## src/rtl/proc_pkg.sv

```systemverilog
// proc_pkg: shared types and defaults for the memory port arbiter
package proc_pkg;
  localparam int STARVE_LIMIT_DEF = 4;
  typedef enum logic [2:0] {IDLE, BUS_I, BUS_D, WAIT_I, WAIT_D} arb_state_t;
  typedef enum logic {OWNER_I, OWNER_D} mem_owner_t;
endpackage

```

## src/rtl/mem_arbiter.sv

```systemverilog
// mem_arbiter: shares one req/gnt/rvalid memory port between fetch and data sides
module mem_arbiter
  import proc_pkg::*;
#(
  parameter int STARVE_LIMIT = STARVE_LIMIT_DEF,
  parameter int CNT_W        = 3
) (
  input  logic        clk_i,
  input  logic        rst_n_i,
  input  logic        if_req_i,
  input  logic [31:0] if_addr_i,
  output logic [31:0] if_rdata_o,
  output logic        if_rvalid_o,
  output logic        if_stall_o,
  input  logic        dm_req_i,
  input  logic        dm_we_i,
  input  logic [3:0]  dm_be_i,
  input  logic [31:0] dm_addr_i,
  input  logic [31:0] dm_wdata_i,
  output logic [31:0] dm_rdata_o,
  output logic        dm_rvalid_o,
  output logic        dm_stall_o,
  output logic        mem_req_o,
  output logic        mem_we_o,
  output logic [3:0]  mem_be_o,
  output logic [31:0] mem_addr_o,
  output logic [31:0] mem_wdata_o,
  input  logic        mem_gnt_i,
  input  logic        mem_rvalid_i,
  input  logic [31:0] mem_rdata_i
);
  localparam logic [CNT_W-1:0] LIMIT = CNT_W'(STARVE_LIMIT);
  arb_state_t       state_q, state_d;
  logic [CNT_W-1:0] cnt_q, cnt_d;
  mem_owner_t       win;
  logic             bus_i, bus_d;
  // D normally wins; I wins once D has been granted LIMIT times in a row over a waiting I
  always_comb begin
    win = (dm_req_i && !(if_req_i && cnt_q == LIMIT)) ? OWNER_D : OWNER_I;
  end
  // next state and starvation counter
  always_comb begin
    state_d = state_q;
    cnt_d   = cnt_q;
    case (state_q)
      IDLE: if (if_req_i || dm_req_i) begin
        state_d = (win == OWNER_D) ? BUS_D : BUS_I;
        cnt_d   = (win == OWNER_I) ? '0 : (if_req_i && cnt_q != LIMIT) ? cnt_q + CNT_W'(1) : cnt_q;
      end
      BUS_I:   state_d = mem_gnt_i ? WAIT_I : BUS_I;
      BUS_D:   state_d = mem_gnt_i ? WAIT_D : BUS_D;
      WAIT_I:  state_d = mem_rvalid_i ? IDLE : WAIT_I;
      WAIT_D:  state_d = mem_rvalid_i ? IDLE : WAIT_D;
      default: state_d = IDLE;
    endcase
  end
  // state registers; reset abandons any transaction in flight
  always_ff @(posedge clk_i or negedge rst_n_i) begin
    if (!rst_n_i) begin
      state_q <= IDLE;
      cnt_q   <= '0;
    end else begin
      state_q <= state_d;
      cnt_q   <= cnt_d;
    end
  end
  assign bus_i       = state_q == BUS_I;
  assign bus_d       = state_q == BUS_D;
  assign mem_req_o   = bus_i | bus_d;
  assign mem_we_o    = bus_d & dm_we_i;
  assign mem_be_o    = bus_d ? dm_be_i : bus_i ? 4'hF : 4'h0;
  assign mem_addr_o  = bus_d ? dm_addr_i : bus_i ? if_addr_i : 32'h0;
  assign mem_wdata_o = bus_d ? dm_wdata_i : 32'h0;
  assign if_rvalid_o = (state_q == WAIT_I) & mem_rvalid_i;
  assign dm_rvalid_o = (state_q == WAIT_D) & mem_rvalid_i;
  assign if_rdata_o  = if_rvalid_o ? mem_rdata_i : 32'h0;
  assign dm_rdata_o  = dm_rvalid_o ? mem_rdata_i : 32'h0;
  assign if_stall_o  = if_req_i & ~if_rvalid_o;
  assign dm_stall_o  = dm_req_i & ~dm_rvalid_o;
endmodule

```

## config.mk

```make
export PLATFORM = sky130hd
export DESIGN_NAME = mem_arbiter
export DESIGN_NICKNAME = d
export VERILOG_FILES = /design/src/rtl/proc_pkg.sv /design/src/rtl/mem_arbiter.sv
export SDC_FILE = /design/constraint.sdc
export NUM_CORES = 1
export LEC_CHECK = 0
export ABC_CLOCK_PERIOD_IN_PS = 2400
export CORE_AREA = 2 2 108 110
export DETAILED_ROUTE_END_ITERATION = 8
export DIE_AREA = 0 0 110 112
export GPL_TIMING_DRIVEN = 0
export PLACE_DENSITY = 0.56
export SLEW_MARGIN = 20
export SYNTH_ARGS = -nofsm -noshare
export SYNTH_HDL_FRONTEND = slang
export SYNTH_SLANG_ARGS = --single-unit
```

## constraint.sdc

```tcl
create_clock -name clk_i -period 2.4 [get_ports clk_i]
set_clock_uncertainty 0.2 [all_clocks]
set_input_delay 0.48 -clock clk_i [delete_from_list [all_inputs] [get_ports clk_i]]
set_output_delay 0.48 -clock clk_i [all_outputs]
set_load 0.01 [all_outputs]
```

# Word level (Yosys, flattened, before mapping)

Cells that the tools add are included.

Bits in registers: 6
Bits of input ports: 139
Output and inout port bits: 138
Logic and storage cells: 43

Add/sub/neg operators: 1
Equality and inequality tests: 8
Muxes and demuxes: 17
Bitwise logic cells: 8
Reductions and logical operators: 7

Operator list:

| kind                | count |
|---|---|
| $mux 32             | 5 |
| $mux 3              | 5 |
| $pmux 3 s5          | 1 |
| $mux 4              | 2 |
| $eq 3x2->1 const B  | 2 |
| $eq 3x3->1 const B  | 2 |
| $mux 2              | 3 |
| $and 1x1->1         | 5 |
| $add 3x1->3 const B | 1 |
| $eq 3x1->1 const B  | 1 |
| $logic_and 1x1->1   | 3 |
| $logic_not 3->1     | 1 |
| $ne 3x3->1 const B  | 1 |
| $reduce_and 3->1    | 1 |
| $ne 2x1->1 const B  | 1 |
| $ne 2x2->1 const B  | 1 |
| $not 1->1           | 2 |
| $logic_not 1->1     | 1 |
| $logic_or 1x1->1    | 1 |
| $mux 1              | 1 |
| $or 1x1->1          | 1 |

# Depth between registers and ports, before layout

Word-level depth: 8
Gate-level depth with buffers: 5
Mapped depth without buffers: 5

# Least setup slack after synthesis

No wires, ideal clock.

Path type: register -> output
Start point: reg state_q[2]
End point: out mem_addr_o[25]
Arrival time: 1280 ps
Data required time: 1720 ps
Slack: 440 ps
Stages on the path, launching flop included: 6
Buffers on the path: 2
Cell sequence: dfrtp_1 buf_2 nand2b_4 nor2_2 buf_4 a22o_1

Cells in the longest elaborated chain, start to end: 3
Elaborated cells between the ends (all ways): 4
Those cells by class: eq/ne: 2; mux: 2

RTL lines:

| element                | RTL line          | source |
|---|---|---|
| start, declared        | mem_arbiter.sv:33 | `arb_state_t state_q, state_d;` |
| start signal, assigned | mem_arbiter.sv:63 | `state_q <= state_d;` |
| $eq 3x1->1             | mem_arbiter.sv:67 | `assign bus_i = state_q == BUS_I;` |
| $mux 32                | mem_arbiter.sv:72 | `assign mem_addr_o = bus_d ? dm_addr_i : bus_i ? if_addr_i : 32'h0;` |
| $mux 32 *              | mem_arbiter.sv:72 |  |
| end, declared          | mem_arbiter.sv:26 | `output logic [31:0] mem_addr_o,` |

Mark *: on every way between the ends. The rest lies on a longest branch, timed or not.

# Final worst setup path

Start point: reg state_q[2]
End point: out if_rdata_o[8]

Cells in the longest elaborated chain, start to end: 3

RTL lines:

| element       | RTL line          | source |
|---|---|---|
| $eq 3x2->1    | mem_arbiter.sv:74 | `assign if_rvalid_o = (state_q == WAIT_I) & mem_rvalid_i;` |
| $and 1x1->1   | mem_arbiter.sv:74 |  |
| $mux 32       | mem_arbiter.sv:76 | `assign if_rdata_o = if_rvalid_o ? mem_rdata_i : 32'h0;` |
| end, declared | mem_arbiter.sv:12 | `output logic [31:0] if_rdata_o,` |

Every way passes these cells.

==> flow_summary.ini <==
[sta]
fin_crit_ns = 2.40
worstMarginPinSlew_ns = 0.329
rsz0062_at_grt = yes
setup_viol = 0
fin_setup_tns_ns = 0
whs_ns = 0.306
fin_crit_sh = 1.00
drv_slew = 0
fmax_mhz = 417
hold_viol = 0
slew_headroom = 0.780

[global_routing]
grt_max_degree = 11
antenna_found_initial = 0
grt.total_usage = 0.156
grt_pass1_wl_microns = 14900
grt_pass1_vias = 2715
grt_overflow = 0

[clocking]
postCtsHoldBufs = 0
cts_tree = done
cts_buffers = 3
root_buffer = clkbuf_16
cts.path.max_buffers = 2
clock_sinks = 6
cts.clk_slew.worst_paths_ns = 0.03
htreeDepth = 1
clk_latency_ns = 0.23

[worst_setup_path]
cp_max_fo = 4
cp-startpoint = state_q[2]
reg2reg_slack_ns = 0.60
cp.arrival_ns = 1.72
required_ns = 1.72
reg2reg_depth = 5
worstSetupPathType = reg -> out
start_kind = flip-flop
endpoint_kind = output port
crit_end = if_rdata_o[8]
r2r-end = cnt_q[2]
rr_startpoint = state_q[2]

[logic_synthesis]
ys_ff_latch = 6
synth-simple-area-share = 0.541
synth_fa_ha_area_frac = 0.0174
synth_top_family_by_area = simple AND/OR/NAND/NOR gates
async_flop_share = 1.00
ys.warnings.count = 0
synth-xor-area-share = 0
syn_inst = 197
synth_edf_count = 0
synthDistinctLibCells = 27
ys.flop_type = dfrtp_1
syn_nets = 338
avgSynthCellArea_sq_um = 7.28
ys_top_cells_by_count = and2_1, a22o_1, buf_2, clkbuf_1, dfrtp_1
synth_compound_area_frac = 0.260
synth_top_area_share = 0.427
synth_area_leaders = and2_1, a22o_1, dfrtp_1, buf_2, a21o_1
synthesis.area_sq_mm = 0.00144
synthMuxAreaShare = 0
yosysMostFrequentCell = and2_1
synth_top_area_cell = and2_1
ys_seq_area_frac = 0.105

[power]
power_density_mw_per_mm2 = 751
power_frac_clock = 0.081
vdd_ir_drop_max_v = 0.000520
p_int_mw = 1.98
leakage_nw = 2.25
power_frac_seq = 0.051
pwr-share-comb = 0.868
switching_power_mw = 1.43
p_sw_frac = 0.419

[finish]
final_core_util = 0.407
finalNonFillerCells = 650
fin_nets = 650
syn2layout_area_growth_pct = 217
layout-drive-gt1-share = 0.361
diodes = 0

[die]
pin_count = 277
die_x_microns = 110
coreArea_sq_mm = 0.0112
dieHeight_microns = 112
placementRows = 39
dieArea_sq_mm = 0.0123
start_util = 0.128

[routing]
drt_iter0_drc = 64
wirelength_microns = 10200
drcViolationCount = 0
drt_pass1_iterations = 4
vias = 2604
routed_via_density = 4.01
ant_nets = 0
wire_per_inst_microns = 15.7

[placement]
io_buffers = 276
place.gp.congestion = 0.750
hpwl_microns = 8190
dp_cells = 616

[hold_path]
min_path_type = in -> async

[job]
cap_violations = 0

[run_status]
status = finished clean
-- what timing repair did --
| item | CTS | global route |
|---|---|---|
| buffers inserted | 26 | 2 |
| setup endpoints to repair | 138 | 111 |
| pin swaps | 9 | 6 |
| gates resized for setup | 406 | 121 |
| cloned | 6 | 0 |
-- registers in the layout, indices dropped and copies added (netlist names) --
name	count
cnt_q	3
state_q	3
-- per-stage QoR --
stage	area [sq um]	total power [mW]	setup WS, ns
6_report	4550	3.41	0.000695
5_1_grt	4550	3.67	-0.0669
4_1_cts	4600	3.41	-0.0635
3_5_place_dp	4380	3.01	-0.949
3_3_place_gp	4380	2.99	-0.908
2_1_floorplan	1440	1.42	0.440
-- how the worst min path moves through the flow --
stage                             to  slack [ns]
after global placement      cnt_q[2]        0.33
final                     state_q[0]        0.31
after global routing      state_q[1]        0.34
after floorplan             cnt_q[0]       -0.02
after CTS                 state_q[2]        0.31
after detailed placement    cnt_q[2]        0.35
-- final cells by class --
class	instances	area (sq um)
Buffer	18	213
Clock buffer	3	75.1
Fill cell	1186	6630
Inverter	4	15.0
Multi-Input combinational cell	169	1240
Sequential cell	6	151
Tap cell	143	179
Timing Repair Buffer	307	2670
-- worst max-delay path, stage by stage, from the launching register on --
cell	delay, ns
dfrtp_2	0.44
nand2b_4	0.18
buf_12	0.13
nor2_4	0.12
buf_12	0.12
buf_8	0.10
buf_8	0.09
buf_6	0.09
and2_4	0.13
buf_6	0.09
-- kinds of logic after synthesis --
| logic type | count (synthesis) |
|---|---|
| compound gates | 46 |
| fa+ha+maj | 2 |
| buf+inv | 23 |
| flops | 6 |
| simple gates | 120 |
-- power by group through the flow --
stage / registers [mW] / clock network [mW] / logic (mW)
after floorplan: 0.157 / 0 / 1.26
after global placement: 0.160 / 0 / 2.83
after detailed placement: 0.162 / 0 / 2.84
after CTS: 0.164 / 0.280 / 2.97
after global routing: 0.180 / 0.287 / 3.21
final: 0.175 / 0.275 / 2.96
-- routing by layer --
layer  share of wire  global-route usage  wire (microns)  vias to the layer above
met4           0.015              0.0354             150                        0
li1                -                   -               -                     1297
met5               0                   0               0                        -
met1            0.34               0.160            3420                     1167
met3            0.11              0.0509            1140                       11
met2            0.54               0.297            5490                      129
-- cells in the final DEF, fill, tap and decap left out, types with 10 or more instances in the layout --
cell               n
dlygate4sd2_1     14
clkdlybuf4s50_1  137
clkdlybuf4s15_1   15
and2_1            88
and2_4            10
buf_6             31
clkbuf_2          41
a22o_1            31
buf_4             17
buf_2             48
No activity file was read; power rests on OpenSTA's default activity.
